$ cat config.mk
export PLATFORM = sky130hd
export DESIGN_NAME = pixel_readout_capture
export DESIGN_NICKNAME = d
export VERILOG_FILES = /design/src/rtl/pixel_pkg.sv /design/src/rtl/sig_edge_detect.sv /design/src/rtl/pixel_readout_capture.sv
export SDC_FILE = /design/constraint.sdc
export NUM_CORES = 1
export LEC_CHECK = 0
export ABC_AREA = 1
export CAP_MARGIN = 15
export CORE_MARGIN = 2
export CORE_UTILIZATION = 47
export DETAILED_ROUTE_END_ITERATION = 7
export PLACE_DENSITY = 0.79
export SYNTH_ARGS = -nofsm -noshare
export SYNTH_HDL_FRONTEND = slang
export SYNTH_SLANG_ARGS = --single-unit
$ cat constraint.sdc
create_clock -name Clk -period 1.6 [get_ports Clk]
set_input_delay 0.32 -clock Clk [delete_from_list [all_inputs] [get_ports Clk]]
set_output_delay 0.32 -clock Clk [all_outputs]
set_load 0.02 [all_outputs]
$ cat src/rtl/pixel_pkg.sv
// Shared constants and state encoding for the pixel readout capture path.
package pixel_pkg;
  localparam int unsigned ROWS          = 2;
  localparam int unsigned ADC_W_DEFAULT = 8;

  typedef enum logic [1:0] {
    ST_IDLE,
    ST_EXPOSE,
    ST_READ,
    ST_DRAIN
  } state_t;
endpackage

$ cat src/rtl/sig_edge_detect.sv
// Registers a synchronous input once and flags its rising and falling edges.
module sig_edge_detect (
  input  logic Clk,
  input  logic Reset,
  input  logic sig,
  output logic rise,
  output logic fall
);
  logic sig_q;

  always_ff @(posedge Clk or posedge Reset) begin
    if (Reset) sig_q <= 1'b0;
    else       sig_q <= sig;
  end

  assign rise = sig & ~sig_q;
  assign fall = ~sig & sig_q;
endmodule

$ cat src/rtl/pixel_readout_capture.sv
// Captures two ADC rows per frame from the readout sequence and streams the
// frame pixel-serially over a valid/ready port.
module pixel_readout_capture
  import pixel_pkg::*;
#(
  parameter int unsigned COLS   = 2,
  parameter int unsigned ADC_W  = ADC_W_DEFAULT,
  parameter int unsigned FCNT_W = 8
) (
  input  logic                  Clk,
  input  logic                  Reset,
  input  logic                  Expose,
  input  logic                  Erase,
  input  logic                  NRE_1,
  input  logic                  NRE_2,
  input  logic                  ADC,
  input  logic [COLS*ADC_W-1:0] AdcData,
  output logic [ADC_W-1:0]      OutData,
  output logic                  OutValid,
  input  logic                  OutReady,
  output logic                  OutFirst,
  output logic                  OutLast,
  output logic                  Busy,
  output logic [FCNT_W-1:0]     FrameCnt,
  output logic                  ProtoErr,
  output logic                  OverrunErr,
  output logic                  AbortErr
);
  localparam int unsigned COL_W = (COLS > 1) ? $clog2(COLS) : 1;
  localparam logic [COL_W-1:0] COL_LAST = COL_W'(COLS - 1);

  state_t            state_q, state_d;
  logic [ROWS-1:0]   mask_q;
  logic [ADC_W-1:0]  pix [ROWS][COLS];
  logic              row_idx;
  logic [COL_W-1:0]  col_idx;
  logic [FCNT_W-1:0] frame_cnt_q;
  logic              proto_q, overrun_q, abort_q;

  logic expose_rise, expose_fall;
  logic erase_rise, erase_fall_unused;
  logic adc_rise_unused, adc_fall;

  sig_edge_detect u_expose_edge (
    .Clk (Clk), .Reset (Reset), .sig (Expose), .rise (expose_rise), .fall (expose_fall)
  );
  sig_edge_detect u_erase_edge (
    .Clk (Clk), .Reset (Reset), .sig (Erase), .rise (erase_rise), .fall (erase_fall_unused)
  );
  sig_edge_detect u_adc_edge (
    .Clk (Clk), .Reset (Reset), .sig (ADC), .rise (adc_rise_unused), .fall (adc_fall)
  );

  logic row_ok, cap_row, abort, cap_ok, proto_d, last_pix, accept;

  assign row_ok   = NRE_1 ^ NRE_2;
  assign cap_row  = NRE_2;
  // Abort takes priority over a capture or an exposure end on the same edge.
  assign abort    = erase_rise && (state_q == ST_EXPOSE || state_q == ST_READ);
  assign cap_ok   = adc_fall && row_ok && (state_q == ST_READ) && !abort;
  assign proto_d  = adc_fall && !abort &&
                    ((state_q == ST_EXPOSE) || (state_q == ST_READ && !row_ok));
  assign last_pix = row_idx && (col_idx == COL_LAST);
  assign accept   = OutValid && OutReady;

  always_ff @(posedge Clk or posedge Reset) begin
    if (Reset) state_q <= ST_IDLE;
    else       state_q <= state_d;
  end

  always_comb begin
    state_d = state_q;
    case (state_q)
      ST_IDLE:   if (expose_rise) state_d = ST_EXPOSE;
      ST_EXPOSE: if (abort) state_d = ST_IDLE;
                 else if (expose_fall) state_d = ST_READ;
      ST_READ:   if (abort) state_d = ST_IDLE;
                 else if (&mask_q) state_d = ST_DRAIN;
      ST_DRAIN:  if (accept && last_pix) state_d = ST_IDLE;
      default:   state_d = ST_IDLE;
    endcase
  end

  always_ff @(posedge Clk or posedge Reset) begin
    if (Reset) begin
      mask_q      <= '0;
      row_idx     <= 1'b0;
      col_idx     <= '0;
      frame_cnt_q <= '0;
      proto_q     <= 1'b0;
      overrun_q   <= 1'b0;
      abort_q     <= 1'b0;
      for (int unsigned r = 0; r < ROWS; r++)
        for (int unsigned c = 0; c < COLS; c++)
          pix[r][c] <= '0;
    end else begin
      proto_q   <= proto_d;
      overrun_q <= expose_rise && (state_q == ST_DRAIN);
      abort_q   <= abort;

      if (abort || (state_q == ST_IDLE && expose_rise)) mask_q <= '0;
      else if (cap_ok) mask_q[cap_row] <= 1'b1;

      if (cap_ok)
        for (int unsigned c = 0; c < COLS; c++)
          pix[cap_row][c] <= AdcData[c*ADC_W +: ADC_W];

      if (accept) begin
        if (last_pix) begin
          row_idx     <= 1'b0;
          col_idx     <= '0;
          frame_cnt_q <= frame_cnt_q + 1'b1;
        end else if (col_idx == COL_LAST) begin
          row_idx <= 1'b1;
          col_idx <= '0;
        end else begin
          col_idx <= col_idx + 1'b1;
        end
      end
    end
  end

  assign OutValid   = (state_q == ST_DRAIN);
  assign OutData    = OutValid ? pix[row_idx][col_idx] : '0;
  assign OutFirst   = OutValid && !row_idx && (col_idx == '0);
  assign OutLast    = OutValid && last_pix;
  assign Busy       = (state_q != ST_IDLE);
  assign FrameCnt   = frame_cnt_q;
  assign ProtoErr   = proto_q;
  assign OverrunErr = overrun_q;
  assign AbortErr   = abort_q;
endmodule

-- Yosys cells after proc, flatten, opt, wreduce, memory -nomap -nowiden
Cells that the tools add are included.
- magnitude comparators: 6
- bitwise gates (word level): 14
- equality and inequality tests: 7
- muxes and demuxes: 28
- reduce and logical (&&, ||, !) cells: 31
- add/sub/neg operators: 2
- operators by type and width (kind ; number):
    32-bit bitwise mux ; 2
    16-bit two-way mux ; 4
    8-bit two-way mux ; 5
    16-bit demux with 1-bit select ; 2
    1-bit logical AND ; 17
    2-bit two-way mux ; 8
    8-bit by 1-bit adder with 8-bit output, second input constant ; 1
    2-bit one-hot mux with 4 select lines ; 1
    2-bit >= comparator, second input constant ; 3
    1-bit inverter with 2-bit output ; 3
    2-bit AND reduction ; 3
    2-bit nonzero test ; 3
    1-bit two-way mux ; 5
    1-bit inverter ; 5
    1-bit bitwise AND ; 4
    2-bit == test, second input constant ; 2
    4-bit AND reduction ; 1
    1-bit logical NOT ; 3
    1-bit logical OR ; 3
    3-bit by 2-bit inequality test with 1-bit output, second input constant ; 1
    3-bit inequality test, second input constant ; 1
    2-bit by 1-bit == test with 1-bit output, second input constant ; 1
    2-bit logical NOT ; 1
    1-bit by 2-bit < comparator with 1-bit output, second input constant ; 1
    8 further kinds ; 8
- bits in registers: 52
- word-level logic and storage cells: 103
- input port bits: 24
- output and inout bits: 23

-- Depth between registers and ports, before layout
Gate-level depths: netlist (run 1).
- depth after elaboration: 8
- mapped depth: 8
- mapped depth without buffers: 8

-- By module
Synthesis (run 1) repeated with hierarchy kept, for this count alone.
- cells, all modules: 311
- area total of the unflattened synthesis: 2737.6 um2
- by module, submodules not included (module ; area each (um2) ; instances ; sequential area each (um2) ; cells an instance):
    pixel_readout_capture ; 2606.2 ; 1 ; 1226.2 ; 293
    sig_edge_detect ; 43.8 ; 3 ; 25.0 ; 6

-- Least setup slack after synthesis (run 1)
No wires, ideal clock.
- path type: flip-flop to output port
- start point: register state_q[0]
- end point: output OutData[2]
- data required time: 1.280 ns
- setup slack: -0.240 ns
- buffers on the path: 0
- data arrival time: 1.520 ns
- cell stages (with the launch flop): 4
- cell sequence: dfrtp_1 > ha_1 > nand2_1 > o32ai_1
- word-level cells in the longest chain between the ends: 2
- RTL lines (element ; line ; RTL):
    start: declaration ; pixel_readout_capture.sv:32 ; state_t state_q, state_d;
    start signal: assignment ; pixel_readout_capture.sv:68 ; else state_q <= state_d;
    2-bit == test ; pixel_readout_capture.sv:123 ; assign OutValid = (state_q == ST_DRAIN);
    via OutValid ; pixel_readout_capture.sv:19 ; output logic OutValid,
    8-bit two-way mux ; pixel_readout_capture.sv:124 ; assign OutData = OutValid ? pix[row_idx][col_idx] : '0;
    end: declaration ; pixel_readout_capture.sv:18 ; output logic [ADC_W-1:0] OutData,
The timed path passes the listed nets, and every way through them passes these cells.

-- Final worst setup path (run 1)
- start point: register state_q[0]
- end point: output OutData[5]
- word-level cells in the longest chain between the ends: 2
- RTL lines (element ; line):
    2-bit == test ; pixel_readout_capture.sv:123
    8-bit two-way mux ; pixel_readout_capture.sv:124
No other way between the ends.

==> impl_metrics.csv, run 1 <==
group,metric,value,unit
outcome,violations,"negative setup slack",
sta,fmax,0.534,GHz
layout,mostFrequentLayoutCells,"nand2_1 (53), dfrtp_1 (51), nor2_1 (37)",
route,wl,7.05,mm
setup_path,worstReg2RegStart,"state_q[0]",
route,drcViolationCount,0,
synth,avgSynthCellArea,8.88,µm²
global_route,grt_util_all_layers,0.220,
synth,ys_seq_area_frac,0.499,
clock_tree,ctsHoldBuffers,0,
clock_tree,root_buffer,"clkbuf_8",
clock_tree,cts_max_level,2,
sta,worst_pin_slew,260,ps
setup_path,cp-end-kind,"output pin",
flow_run,cap_violations,0,
floorplanning,start_util,0.480,
global_route,grt_overflow,0,
layout,fillers,406,
layout,final_nets,401,
route,viasPerCell,5.17,
sta,slew_headroom,0.826,
route,ant_nets,0,
floorplanning,dieArea,6170,µm²
place,numPortBuffers,46,
setup_path,rr_endpoint,"pix[25]",
global_route,grt_max_degree,46,
synth,yosysTopAreaCellShare,0.499,
min_path,hold_path.class,"in2async",
clock_tree,numCtsBuffers,5,
setup_path,critPathTopFamily,"flip-flops",
pwr,leakage,1.90,nW
place,dpl.hpwl,3.84,mm
sta,drv_slew,0,
floorplanning,rows,27,
global_route,grt_pass1_vias,2278,
sta,grt_setup_unrepaired,"yes",
synth,synth-seq-cells,52,
layout,final_common_cell,"nand2_1",
setup_path,crit_path_max_fanout,5,
place,gp_routability_congestion,0.762,
setup_path,rr_worst_depth,9,
clock_tree,clkTransAtPathRegs,90,ps
synth,syn_area,2610,µm²
sta,skew,7.28,ps
setup_path,startpoint_type,"register",
setup_path,slowest_stage,"dfrtp_1",
setup_path,rrSetupSlack,-200,ps
global_route,grt_first_pass_wirelength,10.5,mm
sta,period_needed,1870,ps
pwr,worst_ir_drop_vdd,0.726,mV
floorplanning,die_w,78.5,µm
synth,syn_inst,294,
sta,finalSetupViolations,48,
route,wl_per_cell,15.9,µm
setup_path,crit_chain,"ha_4, inv_4, nor2_4, o21ai_1, o32ai_2, buf_4",
place,place_ws,-480,ps
setup_path,critPathBufInv,2,
layout,layout-drive-gt1-share,0.317,
synth,syn-num-nets,324,
floorplanning,io_pins,47,
route,dr_total_vias,2294,
layout,multi_input_area,1250,µm²
route,drtPass1Iterations,4,
layout,regArea,1300,µm²
layout,area_growth,44.6,%
layout,fin_util,0.694,
place,placed_cell_area,3280,µm²
setup_path,cp.arrival,1550,ps
setup_path,path_class,"reg2out",
synth,synth_warnings,0,
layout,num_antenna_cells,0,
route,drtIter0Drc,118,
setup_path,cp.required,1280,ps
pwr,power-per-cell-area,1420,nW/µm²
clock_tree,clk_latency,310,ps
synth,synth_area_leaders,"dfrtp_1 (50%), nand2_1 (9.2%), nor2_1 (5.6%)",
sta,period_share,1.17,
synth,synth.distinct_cells,27,
sta,final-hold-violation-count,0,
synth,synth_top_area_cell,"dfrtp_1",
floorplanning,die_h,78.5,µm
layout,design_area,3770,µm²
outcome,status,"complete, but fails checks",
floorplanning,fp.coreArea,5440,µm²
clock_tree,cts_max_path_buffers,2,
pwr,power.total,0.00536,W
global_route,antenna_found_initial,0,
clock_tree,cts_tree,"yes",
sta,setup_slack,-274,ps
setup_path,slowest_delay,420,ps
clock_tree,clock_sinks,52,
==> stage by stage <==
step	hold slack [ps]	setup TNS (ps)	std cells
floorplan	351	0	294
global route	253	-10430	444
CTS	224	-5790	438
global placement	462	-5190	421
detailed placement	471	-6960	421
finish	228	-7560	444
==> layout make-up <==
class | count | area share
Clock inverter | 2 | 0.0103
Clock buffer | 6 | 0.0219
Sequential cell | 52 | 0.345
Multi-Input combinational cell | 194 | 0.332
Tap cell | 72 | 0.0239
Inverter | 38 | 0.0411
Timing Repair Buffer | 80 | 0.225
==> routing by layer <==
| layer | vias up | routed length (µm) | track usage |
|---|---|---|---|
| li1 | 1091 | - | - |
| met1 | 1117 | 2750 | 0.257 |
| met2 | 68 | 3810 | 0.392 |
| met3 | 18 | 314 | 0.0379 |
| met4 | 0 | 176 | 0.102 |
| met5 | - | 0 | 0 |
==> cells by family after synthesis <==
group,after synthesis,synth area share
buffers and inverters,48,0.0935
and+or+nand+nor,119,0.206
xor gates and xnor gates,5,0.0168
AOI/OAI and AO/OA,64,0.156
adders and majority gates,6,0.0288
DFF,52,0.499
==> state kept, by name, summed over array words and instances, names as in the netlist <==
signal / flops
FrameCnt: 8
row_idx: 1
u_erase_edge.sig_q: 1
pix: 32
u_adc_edge.sig_q: 1
OverrunErr: 1
mask_q: 2
state_q: 2
AbortErr: 1
u_expose_edge.sig_q: 1
col_idx: 1
ProtoErr: 1
==> Yosys cell counts <==
cell type and number:
nand2_1 64, dfrtp_1 52, nor2_1 39, inv_1 37
o21ai_0 16, o21ai_1 16, o21ai_2 16, a21oi_1 8
buf_6 7, ha_1 6, o32ai_1 4, buf_4 3
nand2_4 3, o21bai_1 3, xor2_1 3, nand3_1 2
nand3b_1 2, nand4_2 2, nor2_2 2, xnor2_1 2
inv_2 1, nand2_2 1, nand3_2 1, nor2_4 1
nor2_8 1, nor3b_1 1, o21ba_2 1
==> what timing repair did <==
item / CTS / global route
pin swaps: 7 / 4
setup buffers: 6 / 4
setup endpoints to repair: 56 / 48
gates resized for setup: 103 / 29
cloned: 3 / 3
==> worst max-delay path by stage <==
stage	from	endpoint	depth (start not counted)
finish	state_q[0]	OutData[5]	6
global route	state_q[1]	OutData[5]	6
CTS	row_idx	OutData[5]	4
detailed placement	state_q[0]	OutData[2]	6
global placement	state_q[0]	OutData[2]	6
floorplan	Reset	AbortErr	1
==> where the power goes <==
part	total (W)	internal [W]	leakage [nW]	switching [W]
clock network	0.000958	0.000512	0.0614	0.000446
registers	0.00202	0.00170	0.691	0.000318
logic	0.00238	0.00108	1.15	0.00129
total	0.00536	0.00330	1.90	0.00206
Power figures use the tool's default switching activity.
==> inputs of run 2 (changes only) <==
Settings changed: CORE_UTILIZATION 47 to 52, PLACE_DENSITY 0.79 to 0.82.
Clock period 1.6 ns to 1.8 ns, I/O delays scaled along.
==> impl_metrics.csv, run 2 (synthesis gave the netlist of run 1 again) <==
group,metric,value,unit
sta,finalSetupViolations,7,
route,viasPerCell,5.03,
global_route,grt_max_degree,33,
floorplanning,fp.coreArea,4790,µm²
pwr,power-per-cell-area,1320,nW/µm²
place,numPortBuffers,46,
route,drtIter0Drc,166,
sta,grt_setup_unrepaired,"yes",
clock_tree,root_buffer,"clkbuf_8",
min_path,hold_path.class,"in2async",
global_route,grt_pass1_vias,1996,
clock_tree,clkTransAtPathRegs,100,ps
route,ant_nets,0,
place,dp_cells,412,
floorplanning,start_util,0.545,
clock_tree,cts_max_level,2,
sta,slew_headroom,0.782,
sta,drv_slew,0,
layout,fin_cells,432,
layout,largest_register_ffs,32,
setup_path,cp.arrival,1570,ps
flow_run,cap_violations,0,
clock_tree,clock_sinks,52,
route,wl,5.86,mm
clock_tree,cts_max_path_buffers,2,
sta,worst_pin_slew,327,ps
setup_path,crit_path_max_fanout,5,
sta,fmax,0.518,GHz
clock_tree,clk_latency,310,ps
outcome,status,"complete, but fails checks",
layout,final_nets,394,
place,dpl.hpwl,3.80,mm
sta,period_share,1.07,
setup_path,path_class,"reg2out",
setup_path,startpoint_type,"register",
layout,layout-drive-gt1-share,0.268,
global_route,grt_overflow,0,
floorplanning,dieArea,5600,µm²
setup_path,rr_worst_depth,9,
route,drtPass1Iterations,4,
sta,final-hold-violation-count,0,
global_route,grt_first_pass_wirelength,9.01,mm
setup_path,cp.required,1440,ps
sta,timing.setup.tns,-578,ps
layout,num_antenna_cells,0,
floorplanning,die_w,74.8,µm
route,dr_total_vias,2175,
layout,final_common_cell,"nand2_1",
layout,area_growth,36.0,%
global_route,grt_util_all_layers,0.214,
pwr,power.total,0.00469,W
layout,mostFrequentLayoutCells,"nand2_1 (63), dfrtp_1 (50), nor2_1 (35)",
pwr,leakage,1.79,nW
floorplanning,io_pins,47,
place,gp_routability_congestion,0.775,
floorplanning,rows,25,
clock_tree,numCtsBuffers,5,
route,drcViolationCount,0,
layout,largest-register,"pix",
sta,skew,4.49,ps
outcome,violations,"negative setup slack",
clock_tree,cts_tree,"yes",
route,wl_per_cell,13.6,µm
sta,period_needed,1930,ps
floorplanning,die_h,74.8,µm
pwr,worst_ir_drop_vdd,0.687,mV
setup_path,cp-end-kind,"output pin",
global_route,antenna_found_initial,0,
sta,setup_slack,-130,ps
clock_tree,ctsHoldBuffers,0,
==> run 2: changes by cell type in the layout (fill, tap and decap cells not counted), sizes merged <==
cell | previous run | this run
clkbuf | 10 | 5
buf | 42 | 38
dlygate4sd2 | 8 | 0
clkdlybuf4s50 | 26 | 34
inv | 38 | 39
clkinvlp | 0 | 1
==> run 2: final cells by class <==
type                    count  area [µm²]
fillers                   344        1240
clock buffers               5        68.8
repair inverters            1        11.3
clock inverters             3        46.3
inverters                  38         158
well taps                  67        83.8
flip-flops and latches     52        1300
multi-input cells         194        1170
repair buffers             72         709
==> run 2: critical path, cell delays in order (launching register included) <==
cell and delay, ps:
dfrtp_2 440, buf_6 140, buf_8 120, nor2_4 30
nor2_1 100, o21ai_1 100, a21oi_1 160, buf_4 160
==> run 2: worst paths after layout <==
kind	start	endpoint	slack, ps
setup / recovery	row_idx	OutData[4]	-130
hold / removal	Reset	pix[29]	320
hold reg to reg	pix[25]	pix[25]	500
setup reg to reg	state_q[0]	pix[24]	90
min in group Clk	pix[25]	pix[25]	500
max in group asynchronous	Reset	col_idx	910
==> run 2: repair_timing <==
action | 4_1_cts | 5_1_grt
buffers inserted | 4 | 7
pin swaps | 6 | 10
endpoints found under the setup margin | 12 | 16
resized for setup | 72 | 43
gates cloned | 1 | 2
==> run 2: report_power, final <==
group | internal (W) | switching, W | total (W)
combinational | 0.000971 | 0.00111 | 0.00209
sequential | 0.00152 | 0.000254 | 0.00177
clock | 0.000419 | 0.000413 | 0.000832
total | 0.00291 | 0.00178 | 0.00469
==> run 2: layer usage <==
layer	wire length (µm)	track usage	vias to the layer above
li1	-	-	1069
met2	3050	0.349	53
met1	2510	0.276	1048
met3	232	0.0482	5
met5	0	0	-
met4	76	0.0873	0
==> run 2: through the flow <==
stage          hold WS (ps)  utilization  setup slack, ps  cell area (µm²)
2_1_floorplan           391            -            -79.9             2610
3_3_place_gp            460        0.669             -217             3200
3_5_place_dp            468        0.669             -261             3200
4_1_cts                 320        0.709             -193             3390
5_1_grt                 342        0.742             -187             3550
6_report                316        0.742             -130             3550
==> inputs of run 3 (changes only) <==
Settings changed: CTS_CLUSTER_SIZE from default to 24.
==> results of run 3 <==
No change in the layout: final DEF, timing and power equal those of run 2.
